==> src/rtl/if_fetch_stage.sv <==
// Instruction-fetch stage with PC register and IF/ID pipeline register.
// Latency: one cycle from IMemInstruction (at IMemAddress) to IF_ID_* outputs.
// Backpressure: Stall holds PC and IF/ID; IMemReady=0 holds PC and inserts bubbles.
//
// Ports:
//   Clock, Reset         rising-edge clock, asynchronous active-high reset
//   IMemAddress          PC driven straight from the PC register
//   IMemInstruction      instruction at IMemAddress, sampled at the edge
//   IMemReady            IMemInstruction valid this cycle
//   Stall, Flush         hazard-unit hold / squash controls
//   BranchTaken/Target   redirect from a later stage, highest priority
//   IF_ID_*              registered instruction, PC+4 and valid bit for decode
//   FetchCount           saturating count of instructions accepted into IF/ID
//   StallCount           saturating count of cycles held by Stall
module if_fetch_stage #(
  parameter logic [31:0] RESET_PC  = 32'h00000000,
  parameter int          CNT_WIDTH = 16
) (
  input  logic                 Clock,
  input  logic                 Reset,
  output logic [31:0]          IMemAddress,
  input  logic [31:0]          IMemInstruction,
  input  logic                 IMemReady,
  input  logic                 Stall,
  input  logic                 Flush,
  input  logic                 BranchTaken,
  input  logic [31:0]          BranchTarget,
  output logic [31:0]          IF_ID_Instruction,
  output logic [31:0]          IF_ID_PCPlus4,
  output logic                 IF_ID_Valid,
  output logic [CNT_WIDTH-1:0] FetchCount,
  output logic [CNT_WIDTH-1:0] StallCount
);

  // Low two bits are forced to zero so the PC stays word-aligned whatever
  // the parameter override says.
  localparam logic [31:0] RESET_PC_ALIGNED = {RESET_PC[31:2], 2'b00};
  localparam logic [CNT_WIDTH-1:0] CNT_MAX = {CNT_WIDTH{1'b1}};

  logic [31:0]          pc_q,          pc_d;
  logic [31:0]          ifid_instr_q,  ifid_instr_d;
  logic [31:0]          ifid_pcp4_q,   ifid_pcp4_d;
  logic                 ifid_vld_q,    ifid_vld_d;
  logic [CNT_WIDTH-1:0] fetch_cnt_q,   fetch_cnt_d;
  logic [CNT_WIDTH-1:0] stall_cnt_q,   stall_cnt_d;

  logic [31:0] pc_plus4;

  // Modulo-2^32 increment: 0xFFFFFFFC wraps to 0.
  assign pc_plus4 = pc_q + 32'd4;

  always_comb begin
    pc_d         = pc_q;
    ifid_instr_d = ifid_instr_q;
    ifid_pcp4_d  = ifid_pcp4_q;
    ifid_vld_d   = ifid_vld_q;
    fetch_cnt_d  = fetch_cnt_q;
    stall_cnt_d  = stall_cnt_q;

    if (BranchTaken) begin
      // Redirect wins over everything; the wrong-path fetch is discarded.
      pc_d         = {BranchTarget[31:2], 2'b00};
      ifid_instr_d = 32'h0;
      ifid_pcp4_d  = 32'h0;
      ifid_vld_d   = 1'b0;
    end else if (Stall) begin
      // PC holds; IF/ID holds unless decode also asks for a squash.
      if (Flush) begin
        ifid_instr_d = 32'h0;
        ifid_pcp4_d  = 32'h0;
        ifid_vld_d   = 1'b0;
      end
      if (stall_cnt_q != CNT_MAX) begin
        stall_cnt_d = stall_cnt_q + 1'b1;
      end
    end else if (Flush) begin
      // The fetch completing this cycle is dropped but the PC still moves
      // past it, so it is not re-fetched.
      ifid_instr_d = 32'h0;
      ifid_pcp4_d  = 32'h0;
      ifid_vld_d   = 1'b0;
      if (IMemReady) begin
        pc_d = pc_plus4;
      end
    end else if (!IMemReady) begin
      ifid_instr_d = 32'h0;
      ifid_pcp4_d  = 32'h0;
      ifid_vld_d   = 1'b0;
    end else begin
      pc_d         = pc_plus4;
      ifid_instr_d = IMemInstruction;
      ifid_pcp4_d  = pc_plus4;
      ifid_vld_d   = 1'b1;
      if (fetch_cnt_q != CNT_MAX) begin
        fetch_cnt_d = fetch_cnt_q + 1'b1;
      end
    end
  end

  always_ff @(posedge Clock or posedge Reset) begin
    if (Reset) begin
      pc_q         <= RESET_PC_ALIGNED;
      ifid_instr_q <= 32'h0;
      ifid_pcp4_q  <= 32'h0;
      ifid_vld_q   <= 1'b0;
      fetch_cnt_q  <= '0;
      stall_cnt_q  <= '0;
    end else begin
      pc_q         <= pc_d;
      ifid_instr_q <= ifid_instr_d;
      ifid_pcp4_q  <= ifid_pcp4_d;
      ifid_vld_q   <= ifid_vld_d;
      fetch_cnt_q  <= fetch_cnt_d;
      stall_cnt_q  <= stall_cnt_d;
    end
  end

  assign IMemAddress       = pc_q;
  assign IF_ID_Instruction = ifid_instr_q;
  assign IF_ID_PCPlus4     = ifid_pcp4_q;
  assign IF_ID_Valid       = ifid_vld_q;
  assign FetchCount        = fetch_cnt_q;
  assign StallCount        = stall_cnt_q;

endmodule

==> config.mk <==
export PLATFORM = sky130hd
export DESIGN_NAME = if_fetch_stage
export DESIGN_NICKNAME = d
export VERILOG_FILES = /design/src/rtl/if_fetch_stage.sv
export SDC_FILE = /design/constraint.sdc
export NUM_CORES = 1
export LEC_CHECK = 0
export CAP_MARGIN = 10
export CORE_MARGIN = 1.5
export CORE_UTILIZATION = 23
export DETAILED_ROUTE_END_ITERATION = 8
export PLACE_DENSITY_LB_ADDON = 0.08
export SYNTH_ARGS = -nofsm -noshare
export SYNTH_HDL_FRONTEND = slang
export SYNTH_SLANG_ARGS = --single-unit
export TNS_END_PERCENT = 100
==> constraint.sdc <==
create_clock -name Clock -period 4.65 [get_ports Clock]
set_input_delay 0.465 -clock Clock [delete_from_list [all_inputs] [get_ports Clock]]
set_output_delay 0.465 -clock Clock [all_outputs]
set_load 0.05 [all_outputs]
==> results_dict.tcl, run 1 <==
set metrics [dict create \
    cts_buffers 17 \
    synth_top_area_frac 0.534 \
    worst_slew_margin_rel 0.280 \
    grt_overall_usage 0.144 \
    maxCapViolCount 0 \
    critPathMaxFanout 8 \
    post_cts_buffers 0 \
    core_region_area_um2 25200 \
    postCtsHoldBufs 0 \
    grt_first_pass_wirelength_um 29400 \
    final_nets 833 \
    leakage_nw 3.46 \
    clock_tree.buffer_depth 2 \
    rows 58 \
    postSynthRegisterBits 126 \
    tritoncts "done" \
    synth_top_flop_cell "dfrtp_1" \
    finalPower_mw 3.32 \
    synth_edf_count 0 \
    yosys_warnings 0 \
    initial_utilization 0.235 \
    layout.cells.most_common "clkdlybuf4s50_1" \
    clkLatencyLatePin_ns 0.42 \
    final_worst_path_cycle_share 0.565 \
    placement.io_buffers 194 \
    flow.area_growth_from_synthesis_pct 48.7 \
    mostFrequentLayoutCells "clkdlybuf4s50_1 (193), dfrtp_1 (126), nand2_1 (83)" \
    detail_route.drc_violations 0 \
    met2_usage 0.225 \
    cp-startpoint "IMemAddress[2]$_DFFE_PP0P_" \
    ys_top_cells_by_area "dfrtp_1 (53%), xnor2_1 (9.0%), nand2_1 (5.3%), a22o_1 (4.9%), o21ai_0 (4.2%)" \
    clockRootBuffer "clkbuf_16" \
    setup.worst_path.start_class "register" \
    antenna-diode-count 0 \
    grt_max_degree 106 \
    post_synth.cell_area_avg_um2 10.3 \
    timing.setup.tns_ns 0 \
    ant_nets 0 \
    final_period_minus_worst_setup_slack_ns 2.63 \
    clock-skew-final_ns 0.0137 \
    grt_setup_unrepaired "no" \
    drt-total-wl_um 18600 \
    netlist_area_um2 5910 \
    syn-instance-count 572 \
    slew_violations 0 \
    drt_first_pass_iters 4 \
    htreeDepth 4 \
    max_freq_mhz 381 \
    cts_sinks 126 \
    dpl.hpwl_um 12800 \
    netlist-cell-type-count 41 \
    fraction_of_the_yosys_area_taken_by_sequential_cells 0.534 \
    preCtsSetupSlack_ns 1.66 \
    timing.critical_path.arrival_ns 2.87 \
    avgRoutedWirePerCell_um 16.8 \
    chipHeight_um 163 \
    run_status "finished clean" \
    layout_setup_ws_ns 2.02 \
    criticalPathCategory "register to register" \
    grt_util_met1 0.191 \
    final_core_area_utilization 0.349 \
    hold_violation_count_in_the_final_report 0 \
    antenna_found_initial 1 \
    first_iter_violations 208 \
    cts.clk_slew.worst_paths_ns 0.06 \
    drt-vias-per-instance 4.56 \
    design.die.area_um2 26600 \
    synth.largest_area_cell "dfrtp_1" \
    cp_capture_type "register" \
    critical_path.reg2reg.startpoint "IMemAddress[2]$_DFFE_PP0P_" \
    gr-max-usage-layer "met2" \
    hold_path_startpoint "IF_ID_PCPlus4[29]$_DFFE_PP0P_" \
    dr_total_vias 5021 \
    post_route_cells_drive_above_1_share 0.0687 \
    postSynth.asyncResetShare 1.00 \
    grt_overflow_total 0 \
    fp.dieW_um 163 \
    use_met3 0.0437 \
    power.density_nw_per_um2 378 \
    setup_viol_count_final 0 \
    max_slew.worst_pin.slew_ns 1.08 \
    io_pins 199 \
    required_time_at_the_endpoint_of_the_critical_path_ns 4.89 \
    vdd_ir_drop_max_mv 0.149 \
    rrSetupSlack_ns 2.02 \
    first_global_vias 5180 \
    cts_resized 0 \
    place_congestion 0.776 \
    worst_hold_path_type "register to register" \
]
-- synth_stat cells, types with 3 or more instances --
cell type    n
nor4_1       3
ha_1         3
o21ai_0     49
dfrtp_1    126
xnor2_1     61
nor3_2       5
a22o_1      33
nand3_1     33
and2_1       5
nand2_1     83
nor3b_1      4
or3_1        4
and4_1       6
clkbuf_1    22
nor2_1      23
buf_4        3
and3_1       9
nand4_1     15
o21ai_1     10
buf_2        5
nor3_1      19
xor2_1      25
-- layer usage --
layer	share of wire	routed length (um)	up-vias
li1	-	-	2371
met1	0.47	8730	2479
met2	0.46	8490	159
met3	0.063	1180	12
met4	0.0090	167	0
met5	0	0	-
-- power breakdown --
part           internal [mW]  switching, mW  total, mW
clock network          0.836          0.510       1.35
logic                  0.258          0.439      0.697
registers               1.17          0.110       1.28
-- stage by stage --
step / hold WS [ns] / area [um^2] / cells
CTS: 0.482 / 8760 / 1101
detailed placement: 0.470 / 8180 / 1070
global route: 0.514 / 8780 / 1102
floorplan: 0.582 / 5910 / 573
global placement: 0.469 / 8180 / 1070
finish: 0.475 / 8780 / 1102
-- sequential cells by signal, indices dropped and copies added, names as in the netlist --
register and count:
IF_ID_Instruction 32, IMemAddress 30, FetchCount 16, StallCount 16
IF_ID_PCPlus4 31, IF_ID_Valid 1
-- final timing paths --
kind / to / cells after the start
worst max-delay path: IMemAddress[30]$_DFFE_PP0P_ / 6
worst min-delay path: IF_ID_PCPlus4[29]$_DFFE_PP0P_ / 2
worst max register to register: IMemAddress[30]$_DFFE_PP0P_ / 6
worst min register to register: IF_ID_PCPlus4[29]$_DFFE_PP0P_ / 2
max in group asynchronous: IMemAddress[3]$_DFFE_PP0P_ / 3
min in group asynchronous: IF_ID_Instruction[15]$_DFFE_PP0P_ / 2
-- area by class of cell --
| class | count | area, um^2 |
|---|---|---|
| fillers | 2539 | 16400 |
| flip-flops and latches | 126 | 3150 |
| multi-input cells | 412 | 2620 |
| repair buffers | 201 | 2010 |
| clock buffers | 19 | 433 |
| well taps | 330 | 413 |
| clock inverters | 12 | 146 |
| inverters | 2 | 12.5 |
-- cells by family after synthesis --
family | synth area share
buffers and inverters | 0.0265
XOR/XNOR | 0.128
adder cells (fa/ha/maj) | 0.00636
AO/OA/AOI/OAI | 0.101
multiplexers | 0.00551
other | 0.000635
flip-flops | 0.534
AND/OR/NAND/NOR | 0.199
-- worst max-delay path, cell delays in order, from the launching register on --
cell and delay (ns):
dfrtp_1 0.52, ha_1 0.37, nand3b_1 0.24, or4_1 0.77, nor3_1 0.31, xnor2_1 0.15
o21ai_0 0.09
No activity file was read; power rests on OpenSTA's default activity.
==> run 2, diff against run 1 <==
==> constraint.sdc (replaced) <==
create_clock -name Clock -period 2.2 [get_ports Clock]
set_input_delay 0.22 -clock Clock [delete_from_list [all_inputs] [get_ports Clock]]
set_output_delay 0.22 -clock Clock [all_outputs]
set_load 0.05 [all_outputs]
==> run 2 against run 1 <==
Against the previous run:
- global-route usage rose by 0.30 points
- wire length increased by 0.17%
- worst setup slack worse by 1.9 ns
- largest power group unchanged
- critical path type is now register to output port
- worst hold slack got worse by 0.21 ns
==> results_dict.tcl, run 2 (synthesis results as in run 1) <==
set metrics [dict create \
    slew_violations 0 \
    finalPower_mw 7.21 \
    final_core_area_utilization 0.361 \
    clockRootBuffer "clkbuf_16" \
    avgRoutedWirePerCell_um 16.4 \
    max_freq_mhz 492 \
    final_cell_count_no_fill 1135 \
    preCtsSetupSlack_ns 0.0189 \
    placed_cells 1103 \
    vdd_ir_drop_max_mv 0.455 \
    critPathMaxFanout 5 \
    initial_utilization 0.235 \
    fillCellCount 2478 \
    layout.cells.most_common "clkdlybuf4s50_1" \
    drt-vias-per-instance 4.42 \
    grt_setup_unrepaired "no" \
    tritoncts "done" \
    final.hold.worst_slack_ns 0.261 \
    final_period_minus_worst_setup_slack_ns 2.03 \
    criticalPathCategory "register to output port" \
    power.sequential.fraction 0.372 \
    power_frac_comb 0.215 \
    clkLatencyLatePin_ns 0.42 \
    setup_viol_count_final 0 \
    placement.io_buffers 194 \
    mostFrequentLayoutCells "clkdlybuf4s50_1 (193), dfrtp_1 (123), nand2_1 (83)" \
    leakage_nw 3.62 \
    grt_max_degree 70 \
    clock-skew-final_ns 0.0103 \
    timing.setup.tns_ns 0 \
    post_route_cells_drive_above_1_share 0.117 \
    final_worst_path_cycle_share 0.923 \
    cp_capture_type "output port" \
    grt_overall_usage 0.147 \
    max_slew.worst_pin.slew_ns 0.591 \
    clkPwrFrac 0.412 \
    cts_buffers 17 \
    netSwitchingPower_mw 2.29 \
    cts.clk_slew.worst_paths_ns 0.06 \
    cts_sinks 126 \
    power.density_nw_per_um2 792 \
    dr_total_vias 5019 \
    antenna-diode-count 0 \
    worst_slew_margin_rel 0.605 \
    clock_tree.buffer_depth 2 \
    hold_violation_count_in_the_final_report 0 \
    summed_area_of_non_filler_cells_in_the_final_layout_um2 9100 \
    dpl.hpwl_um 13100 \
    setup.worst_path.start_class "register" \
    cp_num_buf_inv 2 \
    layout_setup_ws_ns 0.169 \
    design.die.area_um2 26600 \
    drt_first_pass_iters 4 \
    final_nets 865 \
    cpPeakStageDelay_ns 0.82 \
    postCtsHoldBufs 0 \
    chipHeight_um 163 \
    worstPathCellList "buf_4 > clkdlybuf4s50_1" \
    ant_nets 0 \
    worst_hold_path_type "input port to async pin" \
    detail_route.drc_violations 0 \
    antenna_found_initial 0 \
    io_pins 199 \
    placedInstanceArea_um2 8460 \
    internal-power_mw 4.92 \
    largest_reg_flops 32 \
    critical_path_s_top_delay_family "buffers and inverters" \
    first_iter_violations 200 \
    timing.critical_path.arrival_ns 1.81 \
    first_global_vias 5292 \
    fp.dieW_um 163 \
    rows 58 \
    drt-total-wl_um 18600 \
    place_congestion 0.792 \
    core_region_area_um2 25200 \
    power.share.switching 0.318 \
    grt_overflow_total 0 \
    htreeDepth 4 \
    required_time_at_the_endpoint_of_the_critical_path_ns 1.98 \
    grt_first_pass_wirelength_um 29900 \
    slowest_stage "clkdlybuf4s50_1" \
    flow.area_growth_from_synthesis_pct 54.1 \
    run_status "finished clean" \
    maxCapViolCount 0 \
]
-- run 2: cell types whose count changed in the layout (fill, tap and decap cells not counted), sizes merged --
| cell | previous run | this run |
|---|---|---|
| clkinv | 6 | 5 |
| buf | 8 | 40 |
| clkinvlp | 3 | 4 |
| clkbuf | 19 | 20 |
-- run 2: path summary, 6_finish.rpt --
| check | from | to | slack, ns | depth (start not counted) |
|---|---|---|---|---|
| setup / recovery | IMemAddress[5]$_DFFE_PP0P_ | IMemAddress[5] | 0.17 | 2 |
| max in group asynchronous | Reset | StallCount[2]$_DFFE_PP0P_ | 1.57 | 3 |
| hold reg to reg | IF_ID_Valid$_DFFE_PP0P_ | IF_ID_Valid$_DFFE_PP0P_ | 0.48 | 2 |
| setup reg to reg | IMemAddress[6]$_DFFE_PP0P_ | IMemAddress[23]$_DFFE_PP0P_ | 0.18 | 5 |
| hold / removal | Reset | IF_ID_PCPlus4[10]$_DFFE_PP0P_ | 0.26 | 3 |
| min in group Clock | BranchTaken | FetchCount[0]$_DFFE_PP0P_ | 0.35 | 4 |
-- run 2: tightest hold or removal path: stages --
cell and delay [ns]:
clkdlybuf4s50_1 0.44, clkinvlp_4 0.13, buf_12 0.28
-- run 2: repair_timing --
item | CTS | global route
endpoints found under the setup margin | 0 | 4
buffers inserted | 0 | 0
gates resized for setup | 0 | 4
-- run 2: power groups by stage --
stage / registers [mW] / logic, mW / clock network (mW)
finish: 2.69 / 1.55 / 2.97
CTS: 2.69 / 1.57 / 3.07
detailed placement: 2.73 / 1.57 / 0
floorplan: 3.25 / 0.367 / 0
global route: 2.72 / 1.65 / 3.16
global placement: 2.72 / 1.57 / 0
-- run 2: metal layers --
layer / track usage / part of all wire
met1: 0.194 / 0.47
met2: 0.229 / 0.46
met3: 0.0419 / 0.062
met4: 0.0475 / 0.011
met5: 0 / 0
-- run 2: final cells by class --
cell class,instances,area (um^2),area share
clock inverter,12,161,0.0177
tap,330,413,0.0454
sequential,126,3160,0.347
multi-input combinational,412,2630,0.289
clock buffer,20,457,0.0502
timing repair buffer,233,2270,0.249
inverter,2,11.3,0.00124
==> run 3, diff against run 2 <==
==> constraint.sdc (replaced) <==
create_clock -name Clock -period 2.2 [get_ports Clock]
set_input_delay 0.22 -clock Clock [delete_from_list [all_inputs] [get_ports Clock]]
set_output_delay 0.22 -clock Clock [all_outputs]
set_load 0.02 [all_outputs]
==> run 3 against run 2 <==
Against the previous run:
- combinational power fell by 23%
- register-to-register slack is essentially flat
- clock skew down 0.00061 ns
- worst setup slack improved by 0.0022 ns
- worst hold slack lost 0.053 ns
- sequential share of layout area down 0.23 points
- sequential power is essentially flat
- clock power up 2%
- cell count grew 0.53%
- critical path depth rose by 5
- die area unchanged
==> results_dict.tcl, run 3 (synthesis results as in run 1) <==
set metrics [dict create \
    run_status "finished clean" \
    grt_setup_unrepaired "no" \
    design.die.area_um2 26600 \
    postCtsHoldBufs 0 \
    finalPower_mw 6.89 \
    fp.dieW_um 163 \
    grt_first_pass_wirelength_um 29200 \
    final_nets 871 \
    timing.setup.tns_ns 0 \
    mostFrequentLayoutCells "clkdlybuf4s50_1 (193), dfrtp_1 (126), nand2_1 (83)" \
    core_region_area_um2 25200 \
    grt_max_degree 52 \
    criticalPathCategory "register to register" \
    rrSetupSlack_ns 0.17 \
    ant_nets 0 \
    drt_first_pass_iters 4 \
    timing.critical_path.arrival_ns 2.31 \
    place_congestion 0.761 \
    avgRoutedWirePerCell_um 16.4 \
    clockRootBuffer "clkbuf_16" \
    final.hold.worst_slack_ns 0.207 \
    chipHeight_um 163 \
    post_cts_buffers 0 \
    cts_buffers 17 \
    cpPeakStageDelay_ns 0.48 \
    detail_route.drc_violations 0 \
    grt_overflow_total 0 \
    reg2reg_depth 7 \
    slowest_stage "or4_1" \
    power.density_nw_per_um2 753 \
    final_period_minus_worst_setup_slack_ns 2.03 \
    worst_slew_margin_rel 0.612 \
    multi_input_area_um2 2620 \
    dr_total_vias 5066 \
    antenna-diode-count 0 \
    leakage_nw 3.66 \
    required_time_at_the_endpoint_of_the_critical_path_ns 2.48 \
    clock_tree.buffer_depth 2 \
    layout.cells.most_common "clkdlybuf4s50_1" \
    critical_path.reg2reg.startpoint "IMemAddress[3]$_DFFE_PP0P_" \
    setup.worst_path.start_class "register" \
    setup_viol_count_final 0 \
    flow.area_growth_from_synthesis_pct 54.9 \
    post_route_cells_drive_above_1_share 0.118 \
    cts.clk_slew.worst_paths_ns 0.06 \
    slew_violations 0 \
    io_pins 199 \
    cts_sinks 126 \
    placed_cells 1109 \
    critPathMaxFanout 8 \
    final_cell_count_no_fill 1141 \
    worst_hold_path_type "input port to async pin" \
    drt-total-wl_um 18700 \
    clock-skew-final_ns 0.00968 \
    fillCellCount 2491 \
    largest_reg_flops 32 \
    tritoncts "done" \
    initial_utilization 0.235 \
    final_core_area_utilization 0.363 \
    final_worst_path_cycle_share 0.922 \
    vdd_ir_drop_max_mv 0.415 \
    cts_resized 0 \
    maxCapViolCount 0 \
    worstPathCellList "ha_2 > nand3b_1 > or4_1 > buf_4 > nor3_1 > xnor2_1 > o21ai_0" \
    rows 58 \
    final-seq-area_um2 3150 \
    first_iter_violations 286 \
    placement.io_buffers 194 \
    worst_r2r_endpoint "IMemAddress[18]$_DFFE_PP0P_" \
    clkLatencyLatePin_ns 0.41 \
    grt_overall_usage 0.143 \
    dpl.hpwl_um 13700 \
    first_global_vias 5197 \
    htreeDepth 4 \
    antenna_found_initial 2 \
    max_slew.worst_pin.slew_ns 0.580 \
    cp_capture_type "register" \
    drt-vias-per-instance 4.44 \
    hold_violation_count_in_the_final_report 0 \
    max_freq_mhz 493 \
]
[run 3: stage by stage]
stage,cell area [um^2],setup slack (ns)
final,9150,0.171
after global routing,9150,0.00248
after CTS,9140,0.127
after detailed placement,8510,0.0101
after global placement,8510,0.0250
after floorplan,5910,0.0413
[run 3: final cells by class]
cell class / instances / area share
sequential: 126 / 0.345
tap: 330 / 0.0451
clock buffer: 21 / 0.0525
inverter: 2 / 0.00123
clock inverter: 11 / 0.0170
timing repair buffer: 239 / 0.253
multi-input combinational: 412 / 0.287
[run 3: power breakdown]
| part | internal, mW | switching, mW | total (mW) |
|---|---|---|---|
| Combinational | 0.599 | 0.592 | 1.19 |
| Sequential | 2.48 | 0.201 | 2.68 |
| Clock | 1.92 | 1.11 | 3.02 |
[run 3: how the worst max path moves through the flow]
stage | start | end | slack (ns) | depth (start not counted)
floorplan | IMemAddress[2]$_DFFE_PP0P_ | IMemAddress[18]$_DFFE_PP0P_ | 0.04 | 7
global placement | Stall | IMemAddress[18]$_DFFE_PP0P_ | 0.02 | 7
detailed placement | Stall | IMemAddress[18]$_DFFE_PP0P_ | 0.01 | 7
CTS | IMemAddress[3]$_DFFE_PP0P_ | IMemAddress[18]$_DFFE_PP0P_ | 0.13 | 7
global route | IMemAddress[3]$_DFFE_PP0P_ | IMemAddress[18]$_DFFE_PP0P_ | 0.002 | 7
finish | IMemAddress[3]$_DFFE_PP0P_ | IMemAddress[18]$_DFFE_PP0P_ | 0.17 | 7
[run 3: routing by layer]
metal  up-vias  track usage  part of all wire  wire length (um)
li1       2443            -                 -                 -
met1      2460        0.191              0.47              8790
met2       148        0.226              0.47              8760
met3        13       0.0394             0.055              1030
met4         2       0.0388            0.0078               146
met5         -            0           0.00069                13
[run 3: worst max-delay path, delay by kind of cell (launching register included)]
| kind | cells | cell delay (ns) |
|---|---|---|
| AO/OA/AOI/OAI | 1 | 0.09 |
| adder cells (fa/ha/maj) | 1 | 0.23 |
| flip-flops | 1 | 0.39 |
| buffers and inverters | 1 | 0.20 |
| AND/OR/NAND/NOR | 3 | 0.84 |
| XOR/XNOR | 1 | 0.15 |
